[config.mk]
export PLATFORM = sky130hd
export DESIGN_NAME = axi_lite_mem_display_flat
export DESIGN_NICKNAME = d
export VERILOG_FILES = /design/src/rtl/axi_lite_mem_display_pkg.sv /design/src/rtl/axi_lite_mem_display_if.sv /design/src/rtl/axi_lite_mem_display_seg_scan.sv /design/src/rtl/axi_lite_mem_display.sv /design/src/flat_wrapper.sv
export SDC_FILE = /design/constraint.sdc
export NUM_CORES = 1
export LEC_CHECK = 0
export BUFFER_PORTS_ARGS = -buffer_cell sky130_fd_sc_hd__buf_2
export CELL_PAD_IN_SITES_DETAIL_PLACEMENT = 1
export CELL_PAD_IN_SITES_GLOBAL_PLACEMENT = 2
export CORE_MARGIN = 2
export CORE_UTILIZATION = 38
export CTS_CLUSTER_SIZE = 8
export DETAILED_ROUTE_END_ITERATION = 12
export HOLD_SLACK_MARGIN = 0.05
export PLACE_DENSITY = 0.8
export SLEW_MARGIN = 20
export SYNTH_ARGS = -nofsm -noshare
export SYNTH_HDL_FRONTEND = slang
export SYNTH_SLANG_ARGS = --single-unit
[constraint.sdc]
create_clock -name clk -period 2.3 [get_ports clk]
set_input_delay 0.23 -clock clk [delete_from_list [all_inputs] [get_ports clk]]
set_output_delay 0.23 -clock clk [all_outputs]
set_load 0.005 [all_outputs]
[src/rtl/axi_lite_mem_display_pkg.sv]
// Shared constants, FSM state types and the seven-segment pattern table
// for the AXI4-Lite memory/display block.
package axi_mem_pkg;

    localparam logic [1:0] RESP_OKAY   = 2'b00;
    localparam logic [1:0] RESP_SLVERR = 2'b10;

    typedef enum logic {W_IDLE = 1'b0, W_RESP = 1'b1} w_state_e;
    typedef enum logic {R_IDLE = 1'b0, R_DATA = 1'b1} r_state_e;

    // Active-low segments, bit 7 = a ... bit 1 = g, bit 0 = dp (always off).
    function automatic logic [7:0] seg_pattern(input logic [3:0] nib);
        logic [7:0] pat;
        case (nib)
            4'h0: pat = 8'h03;
            4'h1: pat = 8'h9F;
            4'h2: pat = 8'h25;
            4'h3: pat = 8'h0D;
            4'h4: pat = 8'h99;
            4'h5: pat = 8'h49;
            4'h6: pat = 8'h41;
            4'h7: pat = 8'h1F;
            4'h8: pat = 8'h01;
            4'h9: pat = 8'h09;
            4'hA: pat = 8'h11;
            4'hB: pat = 8'hC1;
            4'hC: pat = 8'h63;
            4'hD: pat = 8'h85;
            4'hE: pat = 8'h61;
            default: pat = 8'h71;
        endcase
        return pat;
    endfunction

endpackage

[src/rtl/axi_lite_mem_display_if.sv]
// AXI4-Lite write/read channel bundle between bus master (ms_*) and slave (sm_*).
interface axi_lite_mem_display_if #(
    parameter int ADDR_W = 4,
    parameter int DATA_W = 16
);
    logic                  ms_awvalid;
    logic                  sm_awready;
    logic [ADDR_W-1:0]     ms_awaddr;
    logic                  ms_wvalid;
    logic                  sm_wready;
    logic [DATA_W-1:0]     ms_wdata;
    logic [DATA_W/8-1:0]   ms_wstrb;
    logic                  sm_bvalid;
    logic                  ms_bready;
    logic [1:0]            sm_bresp;
    logic                  ms_arvalid;
    logic                  sm_arready;
    logic [ADDR_W-1:0]     ms_araddr;
    logic                  sm_rvalid;
    logic                  ms_rready;
    logic [DATA_W-1:0]     sm_rdata;
    logic [1:0]            sm_rresp;

    modport slave (
        input  ms_awvalid, ms_awaddr, ms_wvalid, ms_wdata, ms_wstrb, ms_bready,
               ms_arvalid, ms_araddr, ms_rready,
        output sm_awready, sm_wready, sm_bvalid, sm_bresp,
               sm_arready, sm_rvalid, sm_rdata, sm_rresp
    );

    modport master (
        output ms_awvalid, ms_awaddr, ms_wvalid, ms_wdata, ms_wstrb, ms_bready,
               ms_arvalid, ms_araddr, ms_rready,
        input  sm_awready, sm_wready, sm_bvalid, sm_bresp,
               sm_arready, sm_rvalid, sm_rdata, sm_rresp
    );
endinterface

[src/rtl/axi_lite_mem_display_seg_scan.sv]
// Multiplexed 4-digit seven-segment driver: free-running scan counter selects
// digit k every 2^SCAN_W cycles and shows nibble k of word_i.
module seg_scan
    import axi_mem_pkg::*;
#(
    parameter int SCAN_W = 16
) (
    input  logic        clk,
    input  logic        reset,
    input  logic [15:0] word_i,
    output logic [7:0]  seg_o,
    output logic [3:0]  an_o
);
    logic [SCAN_W+1:0] cnt_q;
    logic [1:0]        digit;
    logic [3:0]        nib;

    always_ff @(posedge clk) begin
        if (reset) begin
            cnt_q <= '0;
        end else begin
            cnt_q <= cnt_q + (SCAN_W + 2)'(1);
        end
    end

    assign digit = cnt_q[SCAN_W+1:SCAN_W];
    assign an_o  = ~(4'b0001 << digit);

    always_comb begin
        nib = word_i[3:0];
        case (digit)
            2'd1:    nib = word_i[7:4];
            2'd2:    nib = word_i[11:8];
            2'd3:    nib = word_i[15:12];
            default: nib = word_i[3:0];
        endcase
    end

    assign seg_o = seg_pattern(nib);

endmodule

[src/rtl/axi_lite_mem_display.sv]
// AXI4-Lite DEPTH-word register memory with byte strobes and SLVERR on out-of-range
// addresses; last read word drives the display (AXI_MEM_HEXDISP_EN selects hex scan).
module axi_lite_mem_display
    import axi_mem_pkg::*;
#(
    parameter int ADDR_W = 4,
    parameter int DATA_W = 16,
    parameter int DEPTH  = 12,
    parameter int SCAN_W = 16
) (
    input  logic                  clk,
    input  logic                  reset,
    axi_lite_mem_display_if.slave bus,
    output logic [7:0]            disp_hex_r,
    output logic [3:0]            an
);
    localparam int              STRB_W  = DATA_W / 8;
    localparam logic [ADDR_W:0] DEPTH_L = (ADDR_W + 1)'(DEPTH);
`ifdef AXI_MEM_HEXDISP_EN
    localparam int DISP_W = 16;
`else
    localparam int DISP_W = 8;
`endif

    if (DATA_W % 8 != 0 || DATA_W < 16 || DEPTH < 1 || DEPTH > (1 << ADDR_W) || SCAN_W < 1)
    begin : g_bad_param
        $error("axi_lite_mem_display: illegal parameter set");
    end

    logic [DATA_W-1:0] mem_q [DEPTH];

    w_state_e          w_state_q, w_state_d;
    r_state_e          r_state_q, r_state_d;
    logic              awready_q, wready_q, bvalid_q, arready_q, rvalid_q;
    logic [1:0]        bresp_q, rresp_q;
    logic              aw_held_q, w_held_q;
    logic [ADDR_W-1:0] awaddr_q;
    logic [DATA_W-1:0] wdata_q, rdata_q;
    logic [STRB_W-1:0] wstrb_q;
    logic [DISP_W-1:0] disp_word_q;

    logic              aw_hs, w_hs, b_hs, ar_hs, r_hs, commit, w_ok, r_ok;
    logic [ADDR_W-1:0] waddr;
    logic [DATA_W-1:0] wdata;
    logic [STRB_W-1:0] wstrb;

    assign aw_hs = bus.ms_awvalid & awready_q;
    assign w_hs  = bus.ms_wvalid & wready_q;
    assign b_hs  = bvalid_q & bus.ms_bready;
    assign ar_hs = (r_state_q == R_IDLE) & bus.ms_arvalid & arready_q;
    assign r_hs  = rvalid_q & bus.ms_rready;

    // A channel handshaking this cycle merges with one latched earlier.
    assign waddr  = aw_held_q ? awaddr_q : bus.ms_awaddr;
    assign wdata  = w_held_q  ? wdata_q  : bus.ms_wdata;
    assign wstrb  = w_held_q  ? wstrb_q  : bus.ms_wstrb;
    assign commit = (w_state_q == W_IDLE) & (aw_held_q | aw_hs) & (w_held_q | w_hs);
    assign w_ok   = {1'b0, waddr} < DEPTH_L;
    assign r_ok   = {1'b0, bus.ms_araddr} < DEPTH_L;

    always_comb begin
        w_state_d = w_state_q;
        case (w_state_q)
            W_IDLE:  if (commit) w_state_d = W_RESP;
            default: if (b_hs)   w_state_d = W_IDLE;
        endcase
    end

    always_comb begin
        r_state_d = r_state_q;
        case (r_state_q)
            R_IDLE:  if (ar_hs) r_state_d = R_DATA;
            default: if (r_hs)  r_state_d = R_IDLE;
        endcase
    end

    always_ff @(posedge clk) begin
        if (reset) begin
            w_state_q <= W_IDLE;
            awready_q <= 1'b1;
            wready_q  <= 1'b1;
            bvalid_q  <= 1'b0;
            bresp_q   <= RESP_OKAY;
            aw_held_q <= 1'b0;
            w_held_q  <= 1'b0;
            awaddr_q  <= '0;
            wdata_q   <= '0;
            wstrb_q   <= '0;
        end else begin
            w_state_q <= w_state_d;
            if (commit) begin
                awready_q <= 1'b0;
                wready_q  <= 1'b0;
                aw_held_q <= 1'b0;
                w_held_q  <= 1'b0;
                bvalid_q  <= 1'b1;
                bresp_q   <= w_ok ? RESP_OKAY : RESP_SLVERR;
            end else begin
                if (aw_hs) begin
                    aw_held_q <= 1'b1;
                    awaddr_q  <= bus.ms_awaddr;
                    awready_q <= 1'b0;
                end
                if (w_hs) begin
                    w_held_q <= 1'b1;
                    wdata_q  <= bus.ms_wdata;
                    wstrb_q  <= bus.ms_wstrb;
                    wready_q <= 1'b0;
                end
                if (b_hs) begin
                    bvalid_q  <= 1'b0;
                    awready_q <= 1'b1;
                    wready_q  <= 1'b1;
                end
            end
        end
    end

    // Reads sample mem_q before this edge's write lands, so a colliding read sees old data.
    always_ff @(posedge clk) begin
        if (reset) begin
            for (int i = 0; i < DEPTH; i++) begin
                mem_q[i] <= DATA_W'(i);
            end
        end else if (commit && w_ok) begin
            for (int b = 0; b < STRB_W; b++) begin
                if (wstrb[b]) begin
                    mem_q[waddr][8*b +: 8] <= wdata[8*b +: 8];
                end
            end
        end
    end

    always_ff @(posedge clk) begin
        if (reset) begin
            r_state_q   <= R_IDLE;
            arready_q   <= 1'b1;
            rvalid_q    <= 1'b0;
            rdata_q     <= '0;
            rresp_q     <= RESP_OKAY;
            disp_word_q <= '0;
        end else begin
            r_state_q <= r_state_d;
            if (ar_hs) begin
                arready_q <= 1'b0;
                rvalid_q  <= 1'b1;
                rdata_q   <= r_ok ? mem_q[bus.ms_araddr] : '0;
                rresp_q   <= r_ok ? RESP_OKAY : RESP_SLVERR;
            end else if (r_hs) begin
                arready_q   <= 1'b1;
                rvalid_q    <= 1'b0;
                disp_word_q <= rdata_q[DISP_W-1:0];
            end
        end
    end

    assign bus.sm_awready = awready_q;
    assign bus.sm_wready  = wready_q;
    assign bus.sm_bvalid  = bvalid_q;
    assign bus.sm_bresp   = bresp_q;
    assign bus.sm_arready = arready_q;
    assign bus.sm_rvalid  = rvalid_q;
    assign bus.sm_rdata   = rdata_q;
    assign bus.sm_rresp   = rresp_q;

`ifdef AXI_MEM_HEXDISP_EN
    seg_scan #(.SCAN_W(SCAN_W)) u_seg_scan (
        .clk    (clk),
        .reset  (reset),
        .word_i (disp_word_q),
        .seg_o  (disp_hex_r),
        .an_o   (an)
    );
`else
    assign an         = 4'b1110;
    assign disp_hex_r = disp_word_q;
`endif

endmodule

[src/flat_wrapper.sv]
// flat-port wrapper written by rule: the top's interface ports become plain ports
module axi_lite_mem_display_flat import axi_mem_pkg::*;
#(
    parameter int ADDR_W = 4,
    parameter int DATA_W = 16,
    parameter int DEPTH  = 12,
    parameter int SCAN_W = 16
)
  (clk, reset, disp_hex_r, an, bus_ms_awvalid, bus_ms_awaddr, bus_ms_wvalid, bus_ms_wdata, bus_ms_wstrb, bus_ms_bready, bus_ms_arvalid, bus_ms_araddr, bus_ms_rready, bus_sm_awready, bus_sm_wready, bus_sm_bvalid, bus_sm_bresp, bus_sm_arready, bus_sm_rvalid, bus_sm_rdata, bus_sm_rresp);
  axi_lite_mem_display_if #(.ADDR_W(ADDR_W), .DATA_W(DATA_W)) bus_i ();
  input  logic clk;
  input  logic reset;
  output logic [7:0] disp_hex_r;
  output logic [3:0] an;
  input wire logic [$bits(bus_i.ms_awvalid)-1:0] bus_ms_awvalid;
  input wire logic [$bits(bus_i.ms_awaddr)-1:0] bus_ms_awaddr;
  input wire logic [$bits(bus_i.ms_wvalid)-1:0] bus_ms_wvalid;
  input wire logic [$bits(bus_i.ms_wdata)-1:0] bus_ms_wdata;
  input wire logic [$bits(bus_i.ms_wstrb)-1:0] bus_ms_wstrb;
  input wire logic [$bits(bus_i.ms_bready)-1:0] bus_ms_bready;
  input wire logic [$bits(bus_i.ms_arvalid)-1:0] bus_ms_arvalid;
  input wire logic [$bits(bus_i.ms_araddr)-1:0] bus_ms_araddr;
  input wire logic [$bits(bus_i.ms_rready)-1:0] bus_ms_rready;
  output wire logic [$bits(bus_i.sm_awready)-1:0] bus_sm_awready;
  output wire logic [$bits(bus_i.sm_wready)-1:0] bus_sm_wready;
  output wire logic [$bits(bus_i.sm_bvalid)-1:0] bus_sm_bvalid;
  output wire logic [$bits(bus_i.sm_bresp)-1:0] bus_sm_bresp;
  output wire logic [$bits(bus_i.sm_arready)-1:0] bus_sm_arready;
  output wire logic [$bits(bus_i.sm_rvalid)-1:0] bus_sm_rvalid;
  output wire logic [$bits(bus_i.sm_rdata)-1:0] bus_sm_rdata;
  output wire logic [$bits(bus_i.sm_rresp)-1:0] bus_sm_rresp;
  assign bus_i.ms_awvalid = bus_ms_awvalid;
  assign bus_i.ms_awaddr = bus_ms_awaddr;
  assign bus_i.ms_wvalid = bus_ms_wvalid;
  assign bus_i.ms_wdata = bus_ms_wdata;
  assign bus_i.ms_wstrb = bus_ms_wstrb;
  assign bus_i.ms_bready = bus_ms_bready;
  assign bus_i.ms_arvalid = bus_ms_arvalid;
  assign bus_i.ms_araddr = bus_ms_araddr;
  assign bus_i.ms_rready = bus_ms_rready;
  assign bus_sm_awready = bus_i.sm_awready;
  assign bus_sm_wready = bus_i.sm_wready;
  assign bus_sm_bvalid = bus_i.sm_bvalid;
  assign bus_sm_bresp = bus_i.sm_bresp;
  assign bus_sm_arready = bus_i.sm_arready;
  assign bus_sm_rvalid = bus_i.sm_rvalid;
  assign bus_sm_rdata = bus_i.sm_rdata;
  assign bus_sm_rresp = bus_i.sm_rresp;
  axi_lite_mem_display #(.ADDR_W(ADDR_W), .DATA_W(DATA_W), .DEPTH(DEPTH), .SCAN_W(SCAN_W)) u_core (.clk(clk), .reset(reset), .bus(bus_i), .disp_hex_r(disp_hex_r), .an(an));
endmodule
==> reports/metrics.yaml, run 1 <==
run:
  cap_violations: 0
drt:
  antenna_violating_nets_post_route: 0
  totalWireLength_mm: 27.98
  via_count: 7312
  dr.pass1.iters: 5
  remaining_drc_errors: 0
  wl_per_cell_microns: 20.22
  post_drt_via_cell_ratio: 5.283
  drt_first_iter_violations: 524
placed_design:
  placement.cell_area_sq_um: 12370
  detailedPlace.worstSlack_ns: -0.06860
  dp.final_hpwl_mm: 19.15
  port-buffer-count: 63
  gp_congestion: 0.7764
run_status:
  outcome: "complete, no violations"
final_layout:
  layout.area.seq_sq_um: 6908
  area_of_the_multi_input_gates_sq_um: 4100
  number_of_diodes_added_for_antenna_fixing: 0
  fin_area_sq_um: 13780
  layout.filler_cells: 3087
  finalNetCount: 998
  flow.area_growth_from_synthesis_pct: 20.50
  drive_gt1_share_pct: 28.67
logic_synthesis:
  synth.lib_cells_used.distinct: 44
  synth_adder_area_share_pct: 0
  synth-compound-area-share_pct: 6.960
  synth_ff_type: "edfxtp_1"
  synth-simple-area-share_pct: 14.03
  synth-seq-cells: 249
  post_synth_xor_area_fraction_pct: 0
  synth_top_area_cell: "edfxtp_1"
  synth_mux_area_share_pct: 13.92
  proportion_of_synthesized_flip_flops_having_asynchronous_set_or_reset_pct: 0
  synth-seq-area-share_pct: 60.41
  synth.avg_cell_area_sq_um: 13.37
  dominant_combinational_cell_family_by_area_after_synthesis: "simple AND/OR/NAND/NOR gates"
  synth_top_cell_area_share_pct: 50.43
  synth.top_cells.by_area: "edfxtp_1, dfxtp_1, mux2i_1, mux4_2, nor3_1"
  count_of_flip_flops_with_a_built_in_enable_after_synthesis: 192
  syn_area_sq_um: 11430
  synthesis.yosys.warnings: 0
  syn_inst: 855
clock_tree:
  cts-buffers-inserted: 37
  cts.htree.levels: 2
  source_to_sink_clock_delay_at_the_later_pin_of_the_worst_skew_pair_ns: 0.51
  clock_tree.buffer_depth: 3
  clock_sink_count: 249
  clock_tree.root_cell: "clkbuf_16"
  cts_tree: "done"
  cts.clk_slew.worst_paths_ns: 0.06
sta:
  slack_of_the_critical_path_ns: 0.1047
  final-hold-violation-count: 0
  final.setup_skew_ns: 0.02174
  tightest_slew_ns: 0.8537
  period_minus_slack_ns: 2.195
  maxClockFrequency_mhz: 455.5
  period_share_pct: 95.45
  total_count_of_max_transition_violations_in_the_final_report: 0
  report.final.setup_viol: 0
  fin_setup_tns_ns: 0
  worst_slew_margin_rel_pct: 43.09
critical_path:
  cp.required_ns: 2.55
  startpoint_type: "flip-flop"
  critical_path.most_common_cell: "buf_4"
  path_class: "reg2reg"
  slowest_delay_ns: 0.69
  crit_path_end_kind: "flip-flop"
  arrival_ns: 2.45
  cp_max_fo: 13
  cpMaxStageDelayCell: "a22oi_2"
  cp_cell_sequence: "buf_4 -> nor2b_1 -> a22oi_2 -> buf_4 -> o21bai_1 -> buf_4"
pwr:
  peakVddDrop_mv: 0.4283
  power-per-cell-area_nw_per_um2: 824.0
  leakagePower_nw: 4.917
floorplan:
  die_x_microns: 177.5
  core_region_area_sq_um: 29640
  die_height_microns: 177.5
  die-area_sq_um: 31490
  rows: 63
  floorplan.initialDensity_pct: 38.58
  floorplan.io_pins: 70
global_route:
  globalRoute.totalOverflow: 0
  first_global_vias: 7606
  grt_first_pass_wirelength_mm: 44.73
  groute.usage.overall_pct: 18.32
  grt_max_degree: 36
  grt_antenna_before_repair: 0
min_path:
  timing.hold.worst.class: "in2reg"
layer usage:
metal | track usage, % | vias up | wire length [microns] | share of wire (%)
met2 | 30.30 | 161 | 13510 | 48
met4 | 4.679 | 0 | 445 | 1.6
met5 | 0 | - | 0 | 0
met1 | 25.03 | 3637 | 12800 | 46
met3 | 3.128 | 37 | 1223 | 4.4
li1 | - | 3477 | - | -
logic make-up (layout without fill, tap and decap cells):
family | after synthesis | count (layout)
AND/OR/NAND/NOR | 277 | 277
AO/OA/AOI/OAI | 107 | 107
multiplexers | 119 | 119
flip-flops | 249 | 249
other | 2 | 6
buffers and inverters | 101 | 236
critical path: cells and delay by family (launching register included):
family          cells  cell delay (ns)
compound gates      2             0.76
buf+inv             3             0.65
flops               1             0.35
simple gates        1             0.17
repair_timing:
| item | CTS | global route |
|---|---|---|
| hold endpoints to repair | 23 | 0 |
| pin swaps | 1 | 3 |
| hold buffers | 22 | 0 |
| endpoints found under the setup margin | 40 | 126 |
| gates resized for setup | 5 | 13 |
| setup buffers | 0 | 3 |
power by group:
part           internal [mW]  leakage, nW  total, mW  switching [mW]
clock network           3.15        0.521       5.05            1.91
logic                  0.465         2.02       1.20           0.736
registers               5.01         2.38       5.10          0.0873
worst paths after layout:
| kind | from | end | slack [ns] | cells past startpoint |
|---|---|---|---|---|
| max | u_core.aw_held_q | u_core.mem_q[6][3] | 0.10 | 6 |
| min | bus_ms_awaddr[1] | u_core.awaddr_q[1] | 0.06 | 3 |
| max reg2reg | u_core.aw_held_q | u_core.mem_q[6][3] | 0.10 | 6 |
| min reg2reg | u_core.disp_hex_r[2] | u_core.disp_hex_r[2] | 0.45 | 2 |
placed cells by master, fill, tap and decap left out, drive strengths merged:
cell type	count
mux2i	87
nor2	30
a2bb2oi	1
a22o	16
buf	139
mux4	32
a211oi	3
o22a	16
clkbuf	66
nand4b	2
nand3b	4
edfxtp	192
o21bai	21
dfxtp	57
o211ai	2
and2	2
nand2	30
nand2b	3
dlygate4sd3	22
nor3b	1
a21oi	19
nor3	173
inv	9
and3b	1
nand3	13
o21ai	19
conb	6
a22oi	2
o22ai	2
a21o	6
or3b	4
or3	9
nor2b	2
nand4	3
registers in the layout, indices dropped and copies added (netlist names), 2 cells and up:
name / count
u_core.mem_q: 192
u_core.wstrb_q: 2
u_core.awaddr_q: 4
u_core.wdata_q: 16
u_core.bus.sm_rdata: 16
u_core.disp_hex_r: 8
metrics by stage:
step | power (mW) | cells | util, % | hold slack [ns]
2_1_floorplan | 5.882 | 859 | - | 0.3739
3_3_place_gp | 6.288 | 1291 | 41.72 | 0.4386
3_5_place_dp | 6.325 | 1291 | 41.72 | 0.4468
4_1_cts | 11.45 | 1381 | 46.20 | 0.05249
5_1_grt | 11.76 | 1384 | 46.48 | 0.07251
6_report | 11.35 | 1384 | 46.48 | 0.06243
final cells by class:
class	count	area share, %
repair buffers	161	8.437
flip-flops and latches	249	50.14
clock buffers	66	7.819
well taps	390	3.542
clock inverters	2	0.1090
inverters	7	0.1907
multi-input cells	509	29.76
cell usage after synthesis (16+ instances only):
library cell  number
a21oi_1           17
a22o_1            16
buf_2             20
clkbuf_1          46
dfxtp_1           57
edfxtp_1         192
mux2i_1           87
mux4_2            32
nand2_1           26
nor2_1            30
nor3_1           131
nor3_2            42
o21ai_0           18
o21bai_1          21
o22a_1            16
No activity file was read; power rests on OpenSTA's default activity.
==> inputs of run 2 (changes only) <==
--- a/config.mk
+++ b/config.mk
@@ -12,6 +12,7 @@
 export CORE_UTILIZATION = 38
 export CTS_CLUSTER_SIZE = 8
 export DETAILED_ROUTE_END_ITERATION = 12
+export GPL_TIMING_DRIVEN = 0
 export HOLD_SLACK_MARGIN = 0.05
 export PLACE_DENSITY = 0.8
 export SLEW_MARGIN = 20
==> constraint.sdc (replaced) <==
create_clock -name clk -period 2.01 [get_ports clk]
set_input_delay 0.1005 -clock clk [delete_from_list [all_inputs] [get_ports clk]]
set_output_delay 0.1005 -clock clk [all_outputs]
set_load 0.005 [all_outputs]
==> run 2 against run 1 <==
  * The flow now finishes with violations (setup timing)
  * Total power rose by 19%
  * Critical path type unchanged
  * Wire length grew 28%
  * Maximum frequency rose by 5.9%
==> reports/metrics.yaml, run 2 (synthesized netlist as in run 1, its figures left out) <==
run_status:
  outcome: "finished, violations left"
  violations_in_the_final_reports: "setup timing"
pwr:
  power.share.clock_pct: 44.3  # -0.2 points
  peakVddDrop_mv: 0.6843  # +60%
  power_mw: 13.49  # +19%
  leakagePower_nw: 5.340  # +8.6%
  internal_power_mw: 10.09  # +17%
  switching_share_pct: 25.24  # +1.2 points
  power_frac_comb_pct: 12.5  # +1.9 points
  power-per-cell-area_nw_per_um2: 903.6  # +9.7%
  p_switching_mw: 3.405  # +25%
  sequentialPowerShare_pct: 43.2  # -1.7 points
floorplan:
  floorplan.io_pins: 70  # unchanged
  rows: 63  # unchanged
  floorplan.initialDensity_pct: 38.58  # unchanged
  die_height_microns: 177.5  # unchanged
  die_x_microns: 177.5  # unchanged
  die-area_sq_um: 31490  # unchanged
  core_region_area_sq_um: 29640  # unchanged
global_route:
  first_global_vias: 8432  # +11%
  grt_first_pass_wirelength_mm: 53.29  # +19%
  groute.usage.overall_pct: 22.90  # +4.6 points
  grt_antenna_before_repair: 0  # unchanged
  globalRoute.totalOverflow: 0  # unchanged
  grt_max_degree: 11  # -69%
drt:
  totalWireLength_mm: 35.70  # +28%
  remaining_drc_errors: 0  # unchanged
  dr.pass1.iters: 4  # -1
  post_drt_via_cell_ratio: 5.530  # +4.7%
  antenna_violating_nets_post_route: 0  # unchanged
  wl_per_cell_microns: 24.58  # +22%
  via_count: 8030  # +9.8%
  drt_first_iter_violations: 643  # +23%
critical_path:
  critical_path.startpoint: "u_core.aw_held_q"
  reg2reg_to: "u_core.mem_q[6][1]"
  crit_path_end_kind: "flip-flop"
  worst_r2r_path_depth: 6  # unchanged
  cp.required_ns: 2.27  # -0.28 ns
  arrival_ns: 2.33  # -0.12 ns
  cp_max_fo: 6  # -7
  startpoint_type: "flip-flop"
  worst_r2r_startpoint: "u_core.aw_held_q"
  critPathCapture: "u_core.mem_q[6][1]"
  path_class: "reg2reg"
  reg2reg_setup_slack_ns: -0.06  # -0.17 ns
sta:
  final-hold-violation-count: 0  # unchanged
  worst_slew_margin_rel_pct: 42.42  # -0.67 points
  rsz_0062_raised_after_global_routing: "yes"
  maxClockFrequency_mhz: 482.3  # +5.9%
  report.final.setup_viol: 46  # +46
  period_share_pct: 103.2  # +7.7 points
  final.setup_skew_ns: 0.01838  # -0.003360 ns
  slack_of_the_critical_path_ns: -0.06332  # -0.1680 ns
  fin_setup_tns_ns: -1.278  # -1.278 ns
  total_count_of_max_transition_violations_in_the_final_report: 0  # unchanged
  period_minus_slack_ns: 2.073  # -0.1220 ns
  fin_worst_hold_slack_ns: 0.09858  # +0.03615 ns
  tightest_slew_ns: 0.8637  # +0.01005 ns
final_layout:
  largest_register_ffs: 192  # unchanged
  fin_util_pct: 50.38  # +3.9 points
  finalNetCount: 1069  # +7.1%
  layout.cells.most_common: "edfxtp_1"
  flow.area_growth_from_synthesis_pct: 30.60
  drive_gt1_share_pct: 35.69  # +7.0 points
  layout.filler_cells: 3022  # -2.1%
  largest-register: "u_core.mem_q"
  fin_area_sq_um: 14930  # +8.4%
  number_of_diodes_added_for_antenna_fixing: 0  # unchanged
  final-instance-count-excl-fill: 1452  # +4.9%
  most-common-layout-cells: "edfxtp_1, nor3_1, mux2i_1, buf_2, nor3_2"
clock_tree:
  clock_tree.buffer_depth: 3  # unchanged
  cts_tree: "done"
  clock_sink_count: 249  # unchanged
  clock_tree.root_cell: "clkbuf_16"
  cts.htree.levels: 2  # unchanged
  cts-buffers-inserted: 37  # unchanged
  cts.clk_slew.worst_paths_ns: 0.05  # about the same
  source_to_sink_clock_delay_at_the_later_pin_of_the_worst_skew_pair_ns: 0.52  # about the same
placed_design:
  cell_total_after_placement: 1307  # +1.2%
  placement.cell_area_sq_um: 12340  # -0.18%
  gp_congestion: 0.8350  # +7.5%
  port-buffer-count: 58  # -7.9%
  detailedPlace.worstSlack_ns: -1.070  # -1.002 ns
  dp.final_hpwl_mm: 23.98  # +25%
run:
  cap_violations: 0  # unchanged
min_path:
  timing.hold.worst.class: "in2reg"
==> run 2: changes by cell type in the layout (fill, tap and decap cells not counted), moves of 18 or more <==
cell | before | now
o21bai_4 | 0 | 20
buf_6 | 1 | 22
clkbuf_2 | 0 | 18
nor3_1 | 130 | 110
buf_4 | 72 | 51
nor3_2 | 43 | 62
==> run 2: critical path, cell delays in order, from the launching register on <==
cell and delay, ns:
dfxtp_2 0.33, or3b_1 0.36, a211oi_2 0.34, nand2_1 0.16
buf_6 0.16, buf_6 0.13, or3_1 0.35
==> run 2: layout make-up <==
class | instances | area [sq um] | area share (%)
multi-input combinational | 509 | 4547 | 30.45
inverter | 7 | 26.28 | 0.1760
tap | 390 | 488.0 | 3.268
sequential | 249 | 6913 | 46.30
buffer | 91 | 685.7 | 4.592
clock inverter | 3 | 42.54 | 0.2849
clock buffer | 62 | 1062 | 7.114
timing repair buffer | 141 | 1167 | 7.818
==> run 2: power by group through the flow <==
stage	logic (mW)	registers (mW)	clock network [mW]
after floorplan	0.859	5.89	0
after CTS	1.59	5.83	6.04
after detailed placement	1.34	5.92	0
after global placement	1.31	5.91	0
final	1.68	5.83	5.98
after global routing	1.78	5.85	6.25
==> run 2: worst min path at each step <==
| stage | startpoint | end | slack (ns) | depth (start not counted) |
|---|---|---|---|---|
| final | bus_ms_araddr[2] | u_core.bus.sm_rdata[11] | 0.1 | 3 |
| after global placement | bus_ms_wdata[6] | u_core.wdata_q[6] | 0.35 | 3 |
| after global routing | bus_ms_araddr[2] | u_core.bus.sm_rdata[11] | 0.15 | 3 |
| after floorplan | bus_ms_awaddr[0] | u_core.awaddr_q[0] | 0.24 | 2 |
| after CTS | bus_ms_araddr[2] | u_core.bus.sm_rdata[11] | 0.09 | 3 |
| after detailed placement | bus_ms_wdata[4] | u_core.wdata_q[4] | 0.36 | 3 |
==> run 2: what timing repair did <==
| action | in CTS | in global routing |
|---|---|---|
| hold buffers | 28 | 0 |
| hold endpoints to repair | 36 | 0 |
| setup buffers | 40 | 15 |
| endpoints found under the setup margin | 359 | 249 |
| pin swaps | 27 | 14 |
| resized for setup | 116 | 57 |
==> run 2: metal layers <==
metal,routed length [microns],GRT usage (%)
met1,15090,30.27
met2,17150,37.81
met3,2537,4.841
met4,925,6.967
met5,0,0
==> inputs of run 3 (changes only) <==
--- a/config.mk
+++ b/config.mk
@@ -5,13 +5,13 @@
 export SDC_FILE = /design/constraint.sdc
 export NUM_CORES = 1
 export LEC_CHECK = 0
-export BUFFER_PORTS_ARGS = -buffer_cell sky130_fd_sc_hd__buf_2
 export CELL_PAD_IN_SITES_DETAIL_PLACEMENT = 1
 export CELL_PAD_IN_SITES_GLOBAL_PLACEMENT = 2
 export CORE_MARGIN = 2
-export CORE_UTILIZATION = 38
+export CORE_UTILIZATION = 40
 export CTS_CLUSTER_SIZE = 8
 export DETAILED_ROUTE_END_ITERATION = 12
+export DONT_BUFFER_PORTS = 1
 export GPL_TIMING_DRIVEN = 0
 export HOLD_SLACK_MARGIN = 0.05
 export PLACE_DENSITY = 0.8
==> run 3 against run 2 <==
  * The flow still finishes with violations (setup timing)
  * Cell count fell by 4.7%
  * Maximum frequency is 1.1% lower
  * Total power decreased by 1.1%
  * Hold slack worse by 0.061 ns
  * Non-clock buffer count is 59 lower
  * Utilization grew 2.1 points
  * Critical path depth unchanged
  * Clock power is 2% lower
  * Clock-buffer cell count rose by 3
  * First-iteration DRC count increased by 6.5%
  * Wire length up 0.89%
  * Critical path type unchanged
  * Highest routed layer unchanged
==> reports/metrics.yaml, run 3 (synthesized netlist as in run 1, its figures left out) <==
floorplan:
  die-area_sq_um: 29950  # -4.9%
  die_height_microns: 173.1  # -2.5%
  core_region_area_sq_um: 27930  # -5.7%
  floorplan.io_pins: 70  # unchanged
  rows: 61  # -3.2%
  die_x_microns: 173.1  # -2.5%
  floorplan.initialDensity_pct: 40.93  # +2.4 points
sta:
  period_share_pct: 104.3  # +1.2 points
  fin_worst_hold_slack_ns: 0.03717  # -0.06141 ns
  total_count_of_max_transition_violations_in_the_final_report: 0  # unchanged
  slack_of_the_critical_path_ns: -0.08649  # -0.02317 ns
  rsz_0062_raised_after_global_routing: "yes"
  period_minus_slack_ns: 2.096  # +0.02317 ns
  report.final.setup_viol: 131  # +180%
  maxClockFrequency_mhz: 477.0  # -1.1%
  tightest_slew_ns: 0.8758  # +0.01208 ns
  worst_slew_margin_rel_pct: 41.61  # -0.81 points
  final.setup_skew_ns: 0.02369  # +0.005310 ns
  final-hold-violation-count: 0  # unchanged
drt:
  totalWireLength_mm: 36.01  # +0.89%
  remaining_drc_errors: 0  # unchanged
  post_drt_via_cell_ratio: 5.806  # +5.0%
  wl_per_cell_microns: 26.02  # +5.8%
  antenna_violating_nets_post_route: 0  # unchanged
  drt_first_iter_violations: 685  # +6.5%
  dr.pass1.iters: 6  # +2
  via_count: 8035  # +0.062%
critical_path:
  startpoint_type: "flip-flop"
  cpMaxStageDelayCell: "or3b_4"
  path_buf_inv: 2  # unchanged
  slowest_delay_ns: 0.41  # +0.05 ns
  path_class: "reg2reg"
  reg2reg_setup_slack_ns: -0.09  # -0.02 ns
  cp_max_fo: 8  # +2
  cp.required_ns: 2.19  # -0.08 ns
  cp_cell_sequence: "or3b_4 -> a211oi_4 -> buf_4 -> nand2_8 -> clkbuf_16 -> o21bai_4"
  critical_path.top_delay_family: "compound AO/OA/AOI/OAI gates"
  reg2reg_to: "u_core.mem_q[10][10]"
  arrival_ns: 2.27  # -0.06 ns
  worst_r2r_path_depth: 6  # unchanged
  crit_path_end_kind: "flip-flop"
  worst_r2r_startpoint: "u_core.aw_held_q"
pwr:
  p_switching_mw: 3.400  # -0.16%
  leakagePower_nw: 5.079  # -4.9%
  sequentialPowerShare_pct: 43.8  # +0.6 points
  switching_share_pct: 25.48  # +0.24 points
  power_frac_comb_pct: 12.2  # -0.3 points
  power-per-cell-area_nw_per_um2: 910.3  # +0.75%
  power.share.clock_pct: 44.0  # -0.3 points
  peakVddDrop_mv: 0.7091  # +3.6%
  internal_power_mw: 9.943  # -1.4%
min_path:
  hold_path_end: "u_core.disp_hex_r[1]"
  timing.hold.worst.class: "in2reg"
  min_delay_path_depth: 3  # unchanged
  holdCritStartpoint: "bus_ms_rready"
placed_design:
  gp_congestion: 0.8091  # -3.1%
  port-buffer-count: 0  # -100%
  dp.final_hpwl_mm: 23.55  # -1.8%
  detailedPlace.worstSlack_ns: -0.8870  # +0.1832 ns
clock_tree:
  cts_tree: "done"
  clock_tree.root_cell: "clkbuf_16"
  cts.htree.levels: 2  # unchanged
  cts.clk_slew.worst_paths_ns: 0.05  # about the same
  source_to_sink_clock_delay_at_the_later_pin_of_the_worst_skew_pair_ns: 0.52  # about the same
  clock_sink_count: 249  # unchanged
  clock_tree.buffer_depth: 3  # unchanged
  cts-buffers-inserted: 37  # unchanged
global_route:
  grt_first_pass_wirelength_mm: 54.59  # +2.4%
  grt_antenna_before_repair: 0  # unchanged
  groute.usage.overall_pct: 24.26  # +1.4 points
  first_global_vias: 8497  # +0.77%
  globalRoute.totalOverflow: 0  # unchanged
  grt_max_degree: 11  # unchanged
final_layout:
  fin_util_pct: 52.47  # +2.1 points
  layout.cells.most_common: "edfxtp_1"
  most-common-layout-cells: "edfxtp_1, nor3_1, mux2i_1, nor3_2"
  drive_gt1_share_pct: 33.10  # -2.6 points
  number_of_diodes_added_for_antenna_fixing: 0  # unchanged
  area_of_the_multi_input_gates_sq_um: 4631  # +1.8%
  largest_register_ffs: 192  # unchanged
  finalNetCount: 1011  # -5.4%
  layout.area.seq_sq_um: 6910  # about the same
  layout.filler_cells: 2792  # -7.6%
  flow.area_growth_from_synthesis_pct: 28.20
  largest-register: "u_core.mem_q"
run_status:
  outcome: "finished, violations left"
  violations_in_the_final_reports: "setup timing"
run:
  cap_violations: 0  # unchanged
## run 3: cell count changes in the layout (fill, tap and decap cells not counted), moves of 2 or more
cell and delta:
buf_6 -5, nor3_2 +8, mux2i_1 -2, buf_2 -58, nor3_1 -10, clkbuf_2 +2, clkbuf_1 +2, nor3_4 +2
clkbuf_4 +2, mux2i_2 +2, buf_4 +3, nor2b_2 -2
## run 3: cell type report
| type | count | share of cell area, % |
|---|---|---|
| flip-flops and latches | 249 | 47.14 |
| multi-input cells | 510 | 31.59 |
| clock buffers | 65 | 7.324 |
| repair buffers | 82 | 5.890 |
| plain buffers | 91 | 4.524 |
| well taps | 378 | 3.227 |
| inverters | 7 | 0.1793 |
| clock inverters | 2 | 0.1195 |
## run 3: power by group through the flow
| stage | Clock (mW) | Combinational (mW) | Sequential (mW) |
|---|---|---|---|
| after floorplan | 0 | 0.859 | 5.89 |
| after global placement | 0 | 1.24 | 5.92 |
| after detailed placement | 0 | 1.25 | 5.93 |
| after CTS | 5.91 | 1.53 | 5.84 |
| after global routing | 6.13 | 1.73 | 5.86 |
| final | 5.87 | 1.63 | 5.84 |
## run 3: routing by layer
layer	part of all wire (%)	track usage, %
met1	41	32.20
met2	48	39.95
met3	8.2	5.167
met4	2.5	7.521
met5	0	0
## run 3: worst register-to-register path, stage by stage, from the launching register on
cell       delay, ns
dfxtp_2         0.33
or3b_4          0.41
a211oi_4        0.29
buf_4           0.19
nand2_8         0.08
clkbuf_16       0.18
o21bai_4        0.28
## run 3: how the worst max path moves through the flow
stage                      from  cells after the start  slack (ns)                   end
6_report       u_core.aw_held_q                      6       -0.09  u_core.mem_q[10][10]
5_1_grt        u_core.aw_held_q                      6       -0.17   u_core.mem_q[10][9]
4_1_cts        u_core.aw_held_q                      8       -0.07   u_core.mem_q[9][10]
3_5_place_dp   u_core.aw_held_q                      5       -0.89    u_core.mem_q[4][2]
3_3_place_gp   u_core.aw_held_q                      5       -0.92    u_core.mem_q[4][2]
2_1_floorplan  u_core.aw_held_q                      6       -0.16    u_core.mem_q[4][0]
## run 3: stage by stage
stage / area, sq um / total power, mW / setup TNS [ns] / cells
after floorplan: 11560 / 6.754 / -7.142 / 859
after global placement: 12030 / 7.158 / -134.29 / 1237
after detailed placement: 12040 / 7.189 / -141.21 / 1237
after CTS: 14350 / 13.28 / -2.408 / 1378
after global routing: 14660 / 13.72 / -16.10 / 1384
final: 14660 / 13.34 / -4.121 / 1384
## run 3: timing repair
item,CTS,global route
hold buffers,28,0
setup endpoints to repair,357,294
pin swaps,28,8
endpoints found under the hold margin,83,0
gates cloned,1,0
setup buffers,46,9
resized for setup,115,66
